===== config.mk =====
export PLATFORM = sky130hd
export DESIGN_NAME = layer_flatten
export DESIGN_NICKNAME = d
export VERILOG_FILES = /design/src/rtl/layer_flatten.sv
export SDC_FILE = /design/constraint.sdc
export NUM_CORES = 1
export LEC_CHECK = 0
export CORE_MARGIN = 3
export CORE_UTILIZATION = 43
export DETAILED_ROUTE_END_ITERATION = 8
export GPL_TIMING_DRIVEN = 0
export PLACE_DENSITY = 0.88
export SYNTH_ARGS = -nofsm -noshare
export SYNTH_HDL_FRONTEND = slang
export SYNTH_SLANG_ARGS = --single-unit

===== constraint.sdc =====
create_clock -name clk -period 2.15 [get_ports clk]
set_clock_uncertainty 0.15 [all_clocks]
set_input_delay 0.3225 -clock clk [delete_from_list [all_inputs] [get_ports clk]]
set_output_delay 0.3225 -clock clk [all_outputs]
set_load 0.02 [all_outputs]

===== src/rtl/layer_flatten.sv =====
// rtl/layer_flatten.sv - channel-interleaving flatten stage for pooled layer-1 maps
//
// Reads NUM_CH pooled maps of MAP_SZ words each (channel ch lives at csel CSEL_L1+ch)
// and writes them interleaved into the flattened memory at csel CSEL_L2:
//   L2[idx*NUM_CH + ch] = L1_ch[idx]
// Each word takes one RD cycle followed by one WR cycle on the shared layer-memory bus.
//
// Ports
//   clk       rising-edge clock
//   reset     asynchronous active-low reset
//   start     one-cycle run request, honoured only in IDLE
//   busy      high from the first RD until DONE is left
//   done      one-cycle pulse after the last write
//   crd       read strobe;  caddr_rd read address;  cdata_rd zero-wait read data
//   cwr       write strobe; caddr_wr write address; cdata_wr write data
//   csel      memory select for the current access (0 when idle)

module layer_flatten #(
  parameter int DW      = 20,
  parameter int AW      = 12,
  parameter int MAP_SZ  = 1024,
  parameter int NUM_CH  = 2,
  parameter int CSEL_L1 = 3,
  parameter int CSEL_L2 = 5
) (
  input  logic          clk,
  input  logic          reset,
  input  logic          start,
  output logic          busy,
  output logic          done,
  output logic          crd,
  output logic [AW-1:0] caddr_rd,
  input  logic [DW-1:0] cdata_rd,
  output logic          cwr,
  output logic [AW-1:0] caddr_wr,
  output logic [DW-1:0] cdata_wr,
  output logic [2:0]    csel
);

  localparam int IW = (MAP_SZ > 1) ? $clog2(MAP_SZ) : 1;
  localparam int CW = (NUM_CH > 1) ? $clog2(NUM_CH) : 1;

  // The flattened image must fit in the address space.
  if (MAP_SZ * NUM_CH > 2 ** AW) begin : g_addr_check
    $error("layer_flatten: MAP_SZ*NUM_CH exceeds 2**AW");
  end

  typedef enum logic [1:0] {
    S_IDLE = 2'd0,
    S_RD   = 2'd1,
    S_WR   = 2'd2,
    S_DONE = 2'd3
  } state_t;

  state_t          state;
  state_t          state_nx;
  logic [IW-1:0]   idx;
  logic [CW-1:0]   ch;
  logic [DW-1:0]   data_q;

  logic            idx_last;
  logic            ch_last;

  assign idx_last = (idx == IW'(MAP_SZ - 1));
  assign ch_last  = (ch  == CW'(NUM_CH - 1));

  // State register
  always_ff @(posedge clk or negedge reset) begin
    if (!reset) begin
      state <= S_IDLE;
    end else begin
      state <= state_nx;
    end
  end

  // Next state and output decode; outputs depend only on registered state,
  // counters and the captured word, never on inputs.
  always_comb begin
    state_nx = state;
    busy     = 1'b0;
    done     = 1'b0;
    crd      = 1'b0;
    cwr      = 1'b0;
    caddr_rd = '0;
    caddr_wr = '0;
    cdata_wr = '0;
    csel     = '0;

    unique case (state)
      S_IDLE: begin
        if (start) begin
          state_nx = S_RD;
        end
      end
      S_RD: begin
        busy     = 1'b1;
        crd      = 1'b1;
        csel     = 3'(CSEL_L1) + 3'(ch);
        caddr_rd = AW'(idx);
        state_nx = S_WR;
      end
      S_WR: begin
        busy     = 1'b1;
        cwr      = 1'b1;
        csel     = 3'(CSEL_L2);
        caddr_wr = AW'(idx) * AW'(NUM_CH) + AW'(ch);
        cdata_wr = data_q;
        state_nx = (idx_last && ch_last) ? S_DONE : S_RD;
      end
      S_DONE: begin
        busy     = 1'b1;
        done     = 1'b1;
        state_nx = S_IDLE;
      end
      default: begin
        state_nx = S_IDLE;
      end
    endcase
  end

  // Walk channel fastest, then word index; both wrap to zero after the final
  // write so the block is ready for the next run by the time DONE is reached.
  always_ff @(posedge clk or negedge reset) begin
    if (!reset) begin
      idx <= '0;
      ch  <= '0;
    end else if (state == S_WR) begin
      if (ch_last) begin
        ch  <= '0;
        idx <= idx_last ? '0 : idx + 1'b1;
      end else begin
        ch  <= ch + 1'b1;
      end
    end
  end

  // Zero-wait memory: read data is valid during RD and is held for the WR cycle.
  always_ff @(posedge clk or negedge reset) begin
    if (!reset) begin
      data_q <= '0;
    end else if (state == S_RD) begin
      data_q <= cdata_rd;
    end
  end

endmodule


=== Word level (Yosys, flattened, before mapping) ===
Cells that the tools add are included.

* $add $sub $neg: 4
* Eq/ne operators: 5
* Mux-type cells: 13
* Reductions and logical operators: 4

{| class="wikitable"
|+ Operators by type and width
! kind !! number
|-
| $mux W10 || 2
|-
| $mux W20 || 1
|-
| $add A11 B1 Y12 || 1
|-
| $mux W12 || 1
|-
| $add A10 B1 Y10 const B || 1
|-
| $eq A10 B10 Y1 const B || 1
|-
| $pmux W2 S4 || 1
|-
| $pmux W3 S2 || 1
|-
| $mux W1 || 5
|-
| $eq A2 B2 Y1 const B || 2
|-
| $mux W2 || 2
|-
| $add A2 B1 Y3 const A || 1
|-
| $reduce_or A3 Y1 || 1
|-
| $eq A2 B1 Y1 const B || 1
|-
| $logic_not A2 Y1 || 1
|-
| $ne A2 B2 Y1 const B || 1
|-
| $reduce_and A2 Y1 || 1
|-
| $add A1 B1 Y1 const B || 1
|-
| $logic_and A1 B1 Y1 || 1
|}

* Bits in registers: 33
* Input port bits: 23
* Output and inout port bits: 51
* Word-level logic and storage cells: 30

=== Longest topological paths before layout ===
* Word-level depth: 4
* Depth in mapped cells: 7
* Depth with buffers taken out: 6

=== Least setup slack after synthesis ===
Ideal clock, no wire load.

* Path kind: reg2out
* From: register state[0]
* To: output caddr_wr[10]
* Data arrival time: 1,433 ps
* Data required time: 1,678 ps
* Setup slack: 245 ps
* Cell stages (with the launch flop): 6
* Path buffers: 2
* Cells stage by stage: dfrtp_1 > inv_1 > ha_1 > buf_6 > clkbuf_1 > and2_1

* Longest elaborated chain between the ends: 2

{| class="wikitable"
|+ Ends and longest elaborated chain
! what !! line !! RTL
|-
| start, declared || 55 || <nowiki>state_t state;</nowiki>
|-
| start signal, assigned || 72 || <nowiki>state <= state_nx;</nowiki>
|-
| $eq A2 B2 Y1 || 89 || <nowiki>unique case (state)</nowiki>
|-
| $mux W12 || 89 ||
|-
| end, declared || 35 || <nowiki>output logic [AW-1:0] caddr_wr,</nowiki>
|}

No other way between the ends.

=== Worst setup path in the final report ===
* From: register state[0]
* To: output caddr_rd[6]

* Longest elaborated chain between the ends: 2

{| class="wikitable"
|+ Ends and longest elaborated chain
! what !! line !! RTL
|-
| $eq A2 B1 Y1 || 89 ||
|-
| $mux W10 || 89 ||
|-
| end, declared || 32 || <nowiki>output logic [AW-1:0] caddr_rd,</nowiki>
|}

No other way between the ends.

==> impl_metrics.tcl <==
set metrics [dict create \
    io_pins 74 \
    arrival_ns 1.61 \
    route.vias.total 1508 \
    max_slew_margin 0.508 \
    power_mw 1.19 \
    drive_gt1_frac 0.379 \
    maxCapViolCount 0 \
    fmax_ghz 0.481 \
    grt_pass1_wl_um 7360 \
    grt-ovfl-total 0 \
    numCtsBuffers 5 \
    worstPathBufferInverterCount 3 \
    yosysTopAreaCell "dfrtp_1" \
    min_period_over_period 0.967 \
    grtUsageTotal 0.187 \
    synth-simple-area-share 0.248 \
    io_buffers 70 \
    ys_seq_area_frac 0.455 \
    start_util 0.470 \
    worstSkewPairLatency_ns 0.28 \
    die-area_sq_um 5030 \
    synth.area.mux_share 0.124 \
    fill_cells 312 \
    critPathLaunch "state[0]$_DFFE_PN0P_" \
    rr_worst_depth 6 \
    synth-xor-area-share 0.0242 \
    syn2layout_area_growth_pct 45.2 \
    clock-sinks 33 \
    yosysUniqueCellTypes 32 \
    crit_fanout 10 \
    drv_slew 0 \
    regArea_sq_um 826 \
    hold_depth 1 \
    routabilityCongestion 0.809 \
    crit_chain "buf_4, ha_4, buf_4, and2_1, clkdlybuf4s15_1" \
    r2r_slack_ns 0.37 \
    synthCells 169 \
    grt_pass1_vias 1516 \
    fin_crit_ns 2.08 \
    viasPerCell 4.96 \
    holdWs_ns 0.346 \
    synth-compound-area-share 0.0594 \
    row_count 22 \
    htreeDepth 2 \
    syn-mean-instance-area_sq_um 10.7 \
    startpoint_type "register" \
    fp.dieH_um 70.9 \
    multi_input_area_sq_um 941 \
    path_common_cell "buf_4" \
    drtAntennaViolNets 0 \
    r2r-start "state[0]$_DFFE_PN0P_" \
    pre_cts_slack_ns -0.475 \
    drtIter0Drc 105 \
    status "completed" \
    cp_top_family "buffers and inverters" \
    grt_max_degree 34 \
    clk_pin_slew_worst_paths_ns 0.07 \
    worstHoldPathType "register to register" \
    drc 0 \
    yosys.area_share.adder 0.0414 \
    placed_area_sq_um 2580 \
    final-hold-violation-count 0 \
    finalSetupViolations 0 \
    synth.area.top_cells "dfrtp_1 (46%), and2_1 (14%), mux2_2 (12%), ha_1 (4.1%), nand2_1 (2.1%)" \
    worst_slew_pin_slew_ns 0.738 \
    core_area_sq_um 3850 \
    path_class "register to primary output" \
    synth_warnings 0 \
    drt_pass1_iterations 5 \
    crit_required_ns 1.68 \
    ys_ff_latch 33 \
    power_density_nw_per_um2 451 \
    cp_slowest_stage_delay_ns 0.41 \
    root_buffer "clkbuf_8" \
    critical_path.slowest_cell "dfrtp_1" \
    cts_tree "yes" \
    antenna_cells 0 \
    ir_drop_mv 0.294 \
    hp-start "data_q[17]$_DFFE_PN0N_" \
    dieWidth_um 70.9 \
    dp_hpwl_um 3290 \
    syn_area_sq_um 1810 \
    wl_um 4420 \
    r2r_end "state[1]$_DFFE_PN0P_" \
    avgRoutedWirePerCell_um 14.5 \
    synth_top_area_frac 0.455 \
    crit_path_end_kind "primary output" \
    setup_slack_ns 0.0708 \
    fin_area_sq_um 2630 \
    nNetsFinal 285 \
    leakagePower_nw 1.28 \
    cts_buffer_depth 2 \
    min_to "data_q[17]$_DFFE_PN0N_" \
    synth_top_family_by_area "simple AND/OR/NAND/NOR gates" \
    antenna_found_initial 0 \
]
==> how the worst max path moves through the flow <==
stage,endpoint,slack (ns),cells past startpoint
2_1_floorplan,caddr_wr[10],0.24,5
3_3_place_gp,caddr_wr[4],-0.41,6
3_5_place_dp,caddr_wr[4],-0.48,6
4_1_cts,cdata_wr[10],0.00009,6
5_1_grt,caddr_wr[0],-0.008,6
6_report,caddr_rd[6],0.07,5
==> final cells by class <==
type / instances / share of cell area
multi-input cells: 123 / 0.357
inverters: 4 / 0.00570
well taps: 48 / 0.0228
flip-flops and latches: 33 / 0.314
repair buffers: 78 / 0.231
clock buffers: 7 / 0.0328
plain buffers: 11 / 0.0361
==> state kept, by name, indices dropped and copies added, names as in the netlist <==
register,flops
data_q,20
idx,10
state,2
ch,1
==> report_power, final <==
group / switching [mW] / total (mW) / internal (mW)
clock network: 0.206 / 0.460 / 0.254
logic: 0.0263 / 0.0783 / 0.0520
registers: 0.00827 / 0.648 / 0.640
==> per-stage QoR <==
stage | utilization | TNS [ns] | instances
5_1_grt | 0.683 | -0.00881 | 304
3_3_place_gp | 0.670 | -14.33 | 289
3_5_place_dp | 0.669 | -14.52 | 289
4_1_cts | 0.702 | 0 | 301
2_1_floorplan | - | 0 | 171
6_report | 0.683 | 0 | 304
==> cell families after synthesis <==
logic type,Yosys count
AO/OA/AOI/OAI,17
XOR/XNOR,5
adder cells (fa/ha/maj),6
buffers and inverters,15
flip-flops,33
multiplexers,20
other,1
AND/OR/NAND/NOR,72
==> worst reg2reg max path: cells and delay by family (launching register included) <==
family | cells | cell delay (ns)
flip-flops | 1 | 0.41
AND/OR/NAND/NOR | 2 | 0.55
AO/OA/AOI/OAI | 1 | 0.17
buffers and inverters | 2 | 0.26
adder cells (fa/ha/maj) | 1 | 0.17
==> per-layer routing <==
metal  up-vias  GRT usage  part of all wire
li1        739          -                 -
met1       695      0.230              0.41
met2        62      0.301              0.50
met3        12     0.0554             0.063
met4         0     0.0919             0.030
met5         -          0                 0
==> timing repair <==
| action | 4_1_cts | 5_1_grt |
|---|---|---|
| setup buffers | 4 | 3 |
| resized for setup | 151 | 32 |
| hold buffers | 1 | 0 |
| endpoints found under the setup margin | 47 | 39 |
| endpoints found under the hold margin | 33 | 0 |
==> placed cells by master (no fill, tap or decap), drive strengths merged, types with 2 or more instances in the layout <==
cell type and n:
inv 4, clkdlybuf4s15 10, a21oi 5, nand2 10, dlygate4sd2 2, buf 48, clkdlybuf4s50 22, dlymetal6s2s 2
nor4 3, mux2 20, a2bb2oi 2, xnor2 3, conb 3, nand3 6, nand2b 2, o21ai 6
and4 3, a31oi 2, ha 6, clkbuf 11, and2 42, xor2 2, dfrtp 33
==> synth_stat cells (all sizes together) <==
master / n
a21oi: 5
a2bb2oi: 2
a31oi: 2
a41oi: 1
and2: 42
and2b: 1
and3: 1
and4: 3
buf: 7
clkbuf: 4
conb: 1
dfrtp: 33
ha: 6
inv: 4
mux2: 20
nand2: 10
nand2b: 2
nand3: 6
nand4: 1
nor2b: 1
nor3: 1
nor4: 3
o21a: 1
o21ai: 6
or3: 1
xnor2: 3
xor2: 2
(Power assumes the default switching activity.)
